<file path="src/rtl/sbox_1xn_drain.sv">
// rtl/sbox_1xn_drain.sv - parametrised 1-to-N switching box with token buffer and drain-safe reconfiguration
//
// Optional feature macro: SBOX_SWITCH_COUNT_EN (adds cfg_switch_cnt output).
//
// Ports:
//   ap_clk          clock, all state updates on the rising edge
//   ap_rst          synchronous active-high reset
//   in1_data        input token from the producer
//   in1_full_n      box can accept a token this cycle
//   in1_write       producer write strobe (effective only with in1_full_n=1)
//   out_data        buffer head replicated to every branch, branch k at [k*SIZE +: SIZE]
//   out_full_n      per-branch consumer-not-full
//   out_write       per-branch write strobe, only the active branch can fire
//   sel             requested route from the network configurator
//   busy            buffer non-empty or a reconfiguration is in progress
//   cfg_switch_cnt  (SBOX_SWITCH_COUNT_EN) saturating count of effective route changes
module sbox_1xn_drain #(
    parameter int SIZE  = 32,
    parameter int N_OUT = 2,
    parameter int DEPTH = 2,
    localparam int SEL_W = $clog2(N_OUT)
) (
    input  logic                  ap_clk,
    input  logic                  ap_rst,
    input  logic [SIZE-1:0]       in1_data,
    output logic                  in1_full_n,
    input  logic                  in1_write,
    output logic [N_OUT*SIZE-1:0] out_data,
    input  logic [N_OUT-1:0]      out_full_n,
    output logic [N_OUT-1:0]      out_write,
    input  logic [SEL_W-1:0]      sel,
`ifdef SBOX_SWITCH_COUNT_EN
    output logic [15:0]           cfg_switch_cnt,
`endif
    output logic                  busy
);

    localparam int PW = $clog2(DEPTH);
    localparam int CW = PW + 1;

    typedef enum logic [1:0] {
        RUN    = 2'd0,
        DRAIN  = 2'd1,
        SWITCH = 2'd2
    } state_t;

    state_t           state;
    state_t           state_nxt;
    logic [SEL_W-1:0] active_sel;

    logic [SIZE-1:0]  mem [DEPTH];
    logic [PW-1:0]    rd_ptr;
    logic [PW-1:0]    wr_ptr;
    logic [CW-1:0]    count;
    logic             push;
    logic             pop;
    logic [SIZE-1:0]  head;

    assign head = mem[rd_ptr];

    // Input is only open while running on the requested route; a pending
    // select change closes it in the very cycle it is seen.
    assign in1_full_n = (state == RUN) && (sel == active_sel) && (count < CW'(DEPTH));
    assign push       = in1_write && in1_full_n;

    // A parked route (active_sel >= N_OUT) matches no branch, so nothing pops.
    always_comb begin
        out_write = '0;
        for (int k = 0; k < N_OUT; k++) begin
            out_write[k] = (SEL_W'(k) == active_sel) && (count != '0) && out_full_n[k];
        end
    end

    assign pop      = |out_write;
    assign out_data = {N_OUT{head}};
    assign busy     = (count != '0) || (state != RUN);

    always_ff @(posedge ap_clk) begin
        if (push) begin
            mem[wr_ptr] <= in1_data;
        end
    end

    always_ff @(posedge ap_clk) begin
        if (ap_rst) begin
            rd_ptr <= '0;
            wr_ptr <= '0;
            count  <= '0;
        end else begin
            if (push) begin
                wr_ptr <= wr_ptr + PW'(1);
            end
            if (pop) begin
                rd_ptr <= rd_ptr + PW'(1);
            end
            if (push && !pop) begin
                count <= count + CW'(1);
            end else if (pop && !push) begin
                count <= count - CW'(1);
            end
        end
    end

    // active_sel only moves on reset and in SWITCH, which is reached only
    // after every token accepted on the old route has left the buffer.
    always_ff @(posedge ap_clk) begin
        if (ap_rst) begin
            state      <= RUN;
            active_sel <= sel;
        end else begin
            state <= state_nxt;
            if (state == SWITCH) begin
                active_sel <= sel;
            end
        end
    end

    always_comb begin
        state_nxt = state;
        case (state)
            RUN: begin
                if (sel != active_sel) begin
                    state_nxt = DRAIN;
                end
            end
            DRAIN: begin
                if (count == '0) begin
                    state_nxt = SWITCH;
                end
            end
            SWITCH: begin
                state_nxt = RUN;
            end
            default: begin
                state_nxt = RUN;
            end
        endcase
    end

`ifdef SBOX_SWITCH_COUNT_EN
    logic [15:0] switch_cnt;

    // Only switches that actually change the route are counted, so a select
    // that reverts during DRAIN leaves the counter untouched.
    always_ff @(posedge ap_clk) begin
        if (ap_rst) begin
            switch_cnt <= '0;
        end else if ((state == SWITCH) && (sel != active_sel) && (switch_cnt != 16'hFFFF)) begin
            switch_cnt <= switch_cnt + 16'd1;
        end
    end

    assign cfg_switch_cnt = switch_cnt;
`endif

endmodule

</file>
<file path="config.mk">
export PLATFORM = sky130hd
export DESIGN_NAME = sbox_1xn_drain
export DESIGN_NICKNAME = d
export VERILOG_FILES = /design/src/rtl/sbox_1xn_drain.sv
export SDC_FILE = /design/constraint.sdc
export NUM_CORES = 1
export LEC_CHECK = 0
export BUFFER_PORTS_ARGS = -buffer_cell sky130_fd_sc_hd__buf_2
export CAP_MARGIN = 15
export CORE_MARGIN = 8
export CORE_UTILIZATION = 51
export CTS_BUF_LIST = sky130_fd_sc_hd__clkbuf_4 sky130_fd_sc_hd__clkbuf_8
export CTS_CLUSTER_SIZE = 16
export DETAILED_ROUTE_END_ITERATION = 8
export PLACE_DENSITY = 0.83
export REMOVE_ABC_BUFFERS = 1
export SETUP_SLACK_MARGIN = 0.5
export SYNTH_ARGS = -nofsm -noshare
export SYNTH_HDL_FRONTEND = slang
export SYNTH_SLANG_ARGS = --single-unit
</file>
<file path="constraint.sdc">
create_clock -name ap_clk -period 4.5 [get_ports ap_clk]
set_input_delay 0.225 -clock ap_clk [delete_from_list [all_inputs] [get_ports ap_clk]]
set_output_delay 0.225 -clock ap_clk [all_outputs]
set_load 0.005 [all_outputs]
</file>
# Yosys cells after proc, flatten, opt, wreduce, memory -nomap -nowiden
# Memories as Yosys holds them, arrays and structs flattened. A register that Yosys moved wholly into a read port is not among the register bits.
# Index checks and enable logic that the tools add are counted.
[word_totals]
regBits = 7
ram_bits = 64
out_inout_bits = 68
n_memories = 1
[classes]
addsub = 4
magnitude_cmp = 1
eq_ne = 6
muxes = 11
n_bitwise = 1
n_reduce_logical = 20
[memory_table]
columns = ["memory", "words", "word_bits", "rd", "rd_ports_with_merged_regs", "wr", "line_no", "rtl"]
rows = [
  ["mem", 2, 32, 1, 1, 1, "51", "logic [SIZE-1:0] mem [DEPTH];"],
]
[ops]
columns = ["cell", "count"]
rows = [
  ["1-bit logical AND", 9],
  ["2-bit two-way mux", 4],
  ["2-bit nonzero test", 4],
  ["1-bit two-way mux", 6],
  ["2-bit zero test", 2],
  ["2-bit one-hot mux with 2 select lines", 1],
  ["1-bit adder, second input constant", 2],
  ["2-bit by 1-bit adder with 2-bit output, second input constant", 1],
  ["2-bit by 1-bit equality test with 1-bit output, second input constant", 1],
  ["2-bit equality test, second input constant", 1],
  ["1-bit zero test", 2],
  ["2-bit < comparator, second input constant", 1],
  ["2-bit by 1-bit inequality test with 1-bit output, second input constant", 1],
  ["2-bit inequality test, second input constant", 1],
  ["2-bit AND reduction", 1],
  ["2-bit OR reduction", 1],
  ["2-bit by 1-bit subtractor with 2-bit output, second input constant", 1],
  ["1-bit equality test", 1],
  ["1-bit logical OR", 1],
  ["1-bit inequality test", 1],
  ["1-bit inverter", 1],
]

# Logic depth before layout (Yosys ltp)
[logic_depth]
ltp_word = 8
mapped_depth = 6
ltp_nobuf = 6

# Least setup slack after synthesis
# No wires, ideal clock.
[synth_timing]
kind = "register to register"
start = "reg state[1]"
end = "mem mem[0][0] (enable)"
setup_ns = 0.461
arrival_ns = 3.109
slack_ns = 0.930
path_stages_with_launch = 3
path_buffers = 0
period_less_slack_ns = 3.570
path_cell_list = "dfxtp_1 > or4b_4 > nor3_1"
[synth_between]
elab_chain_len = 6
[synth_rtl]
columns = ["item", "line_no", "rtl"]
rows = [
  ["from (decl)", "47", "state_t state;"],
  ["from (signal assigned)", "111", "state <= state_nxt;"],
  ["2-bit zero test", "63", "assign in1_full_n = (state == RUN) && (sel == active_sel) && (count < CW'(DEPTH));"],
  ["1-bit logical AND (2 in a row)", "63", ""],
  ["1-bit logical AND", "64", "assign push = in1_write && in1_full_n;"],
  ["1-bit two-way mux", "79", "if (push) begin"],
  ["1-bit two-way mux (not written as such)", "80", "mem[wr_ptr] <= in1_data;"],
  ["to (decl)", "51", ""],
]
# Every way passes these cells.

==> impl_metrics.tcl <==
set metrics [dict create \
    status "complete, no violations" \
    finalHoldViolCount 0 \
    rows 27 \
    wl_per_cell_um 16.22 \
    antenna_found_initial 0 \
    io-pin-count 106 \
    drv_cap 0 \
    path_class "register to output port" \
    fin_nets 295 \
    wl_met3_um 609 \
    fill_cells 449 \
    critPathTopFamily "flip-flops" \
    synth_area_leader_cell "edfxtp_1" \
    multi_input_area_sq_um 593.1 \
    power_density_mw_per_mm2 523.4 \
    top_layer_used "met4" \
    htree_levels 3 \
    cp.required_ps 4280 \
    pre_cts_slack_ps 2598 \
    avgSynthCellArea_sq_um 16.93 \
    dp_cells 317 \
    via_per_inst 4.865 \
    grt-ovfl-total 0 \
    postCtsSetupRepairBufs 0 \
    fin_util_pct 63.55 \
    p_total_mw 1.843 \
    drive_above_1_share_pct 61.30 \
    finalCritPeriodShare_pct 47.62 \
    layout.cells.non_filler 333 \
    timing.final.ws_setup_ps 2357 \
    dpl_cell_area_sq_mm 0.003327 \
    startpoint_type "register" \
    hold_buffers 0 \
    place_congestion 0.7313 \
    slowest_delay_ps 650 \
    initial_core_util_pct 53.18 \
    ant_nets 0 \
    fp.dieW_um 92.01 \
    wl_met2_mm 2.545 \
    timing.hold.ws_ps 80.58 \
    endpoint_kind "output port" \
    fmax_mhz 466.6 \
    synthTopCellsByArea "edfxtp_1, mux2_2, buf_4" \
    synth_area_sq_mm 0.002947 \
    drt_iter0_drc 50 \
    irDropWorstVdd_uv 286.1 \
    synthToLayoutAreaGrowth_pct 19.49 \
    clock_path_buffers 2 \
    drtPass1Iterations 4 \
    track_usage_pct 12.92 \
    final_area_sq_mm 0.003521 \
    setup_tns_ps 0 \
    grt_max_degree 33 \
    wirelength_mm 5.402 \
    cts_root_buf "clkbuf_8" \
    path_clk_slew_ps 80 \
    die_h_um 92.01 \
    synth_top_area_share_pct 66.24 \
    yosysUniqueCellTypes 26 \
    setup_violations 0 \
    worst_clock_skew_ps 5.720 \
    ys_warn_count 0 \
    post_cts_resized 0 \
    clk_latency_ps 330 \
    met1Wirelength_mm 2.212 \
    slowest_stage "dfxtp_1" \
    register_area_sq_mm 0.002092 \
    core-area_sq_mm 0.005540 \
    slew_headroom_pct 65.29 \
    slew_violations 0 \
    vias 1620 \
    ys_ff_latch 72 \
    leakage_nw 1.401 \
    mostFrequentLayoutCell "buf_2" \
    grt_pass1_wl_mm 8.521 \
    final_cell_mix "buf_2, edfxtp_1, mux2_2" \
    hp-class "input port to register" \
    cts_sinks 72 \
    ys_seq_area_share_pct 71.00 \
    rsz0062_at_grt "no" \
    arrival_ps 1920 \
    crit_chain "buf_4 -> mux2_2 -> buf_2" \
    dp_hpwl_mm 3.947 \
    cts_made_buffers 9 \
    cp_num_buf_inv 2 \
    fin_crit_ps 2143 \
    worst_pin_slew_ps 520.0 \
    fp.dieArea_sq_mm 0.008466 \
    drc 0 \
    tritoncts "yes" \
    grt_pass1_vias 1740 \
    antennaDiodeCount 0 \
    port_buffers 105 \
    synthCells 174 \
    cp_max_fo 21 \
]
-- report_power, final --
part | leakage (nW) | switching (mW) | internal, mW
clock network | 0.0994 | 0.227 | 0.256
registers | 0.650 | 0.0416 | 0.817
logic | 0.651 | 0.243 | 0.259
total | 1.40 | 0.511 | 1.33
-- synth_stat cells --
library cell	n
edfxtp_1	65
buf_4	32
mux2_2	32
nor2_1	8
dfxtp_1	7
buf_2	3
mux2_1	3
a21o_1	2
clkbuf_1	2
nand2_1	2
nor2b_1	2
xor2_1	2
a2111oi_0	1
a21oi_1	1
and2_1	1
ha_1	1
inv_1	1
nand2b_1	1
nor2_4	1
nor3_1	1
nor4_1	1
nor4b_1	1
o21ai_0	1
or3_1	1
or4b_4	1
xor2_2	1
-- routing by layer --
layer | global-route usage, % | vias to the layer above
met5 | 0 | -
met4 | 6.040 | 0
met3 | 5.868 | 5
met2 | 20.44 | 76
met1 | 14.65 | 768
li1 | - | 771
-- path summary, 6_finish.rpt --
| path | slack, ps | to | depth (start not counted) | from |
|---|---|---|---|---|
| setup / recovery | 2360 | out_data[34] | 3 | register |
| hold / removal | 80 | mem[0][13]$_DFFE_PP_ | 1 | in1_data[13] |
| setup reg to reg | 2590 | mem[1][6]$_DFFE_PP_ | 4 | state[1]$_SDFFE_PP0P_ |
| hold reg to reg | 530 | state[1]$_SDFFE_PP0P_ | 1 | state[1]$_SDFFE_PP0P_ |
-- cells by family (layout without fill, tap and decap cells) --
logic type | Yosys count | in the layout | share of synthesized area, %
DFF | 72 | 72 | 71.00
buffers and inverters | 38 | 125 | 9.044
muxes | 35 | 35 | 13.38
and+or+nand+nor | 20 | 20 | 3.864
AOI/OAI and AO/OA | 5 | 5 | 1.146
xor gates and xnor gates | 3 | 3 | 1.147
adders and majority gates | 1 | 1 | 0.4246
-- registers in the layout (all words and copies together), names as in the netlist, named ones only --
| register | cells |
|---|---|
| wr_ptr | 1 |
| state | 2 |
| count | 2 |
| mem | 64 |
| active_sel | 1 |
| rd_ptr | 1 |
-- worst register-to-register path, stage by stage, from the launching register on --
cell and delay (ps):
dfxtp_1 350, or4b_4 580, nor2_4 120, and2_1 130
buf_4 370
-- area by class of cell --
class	instances	share of cell area [%]
clock inverter	7	1.990
inverter	1	0.1066
timing repair buffer	108	15.57
tap	72	2.559
clock buffer	9	3.518
multi-input combinational	64	16.84
sequential	72	59.42
(Power assumes the default switching activity.)
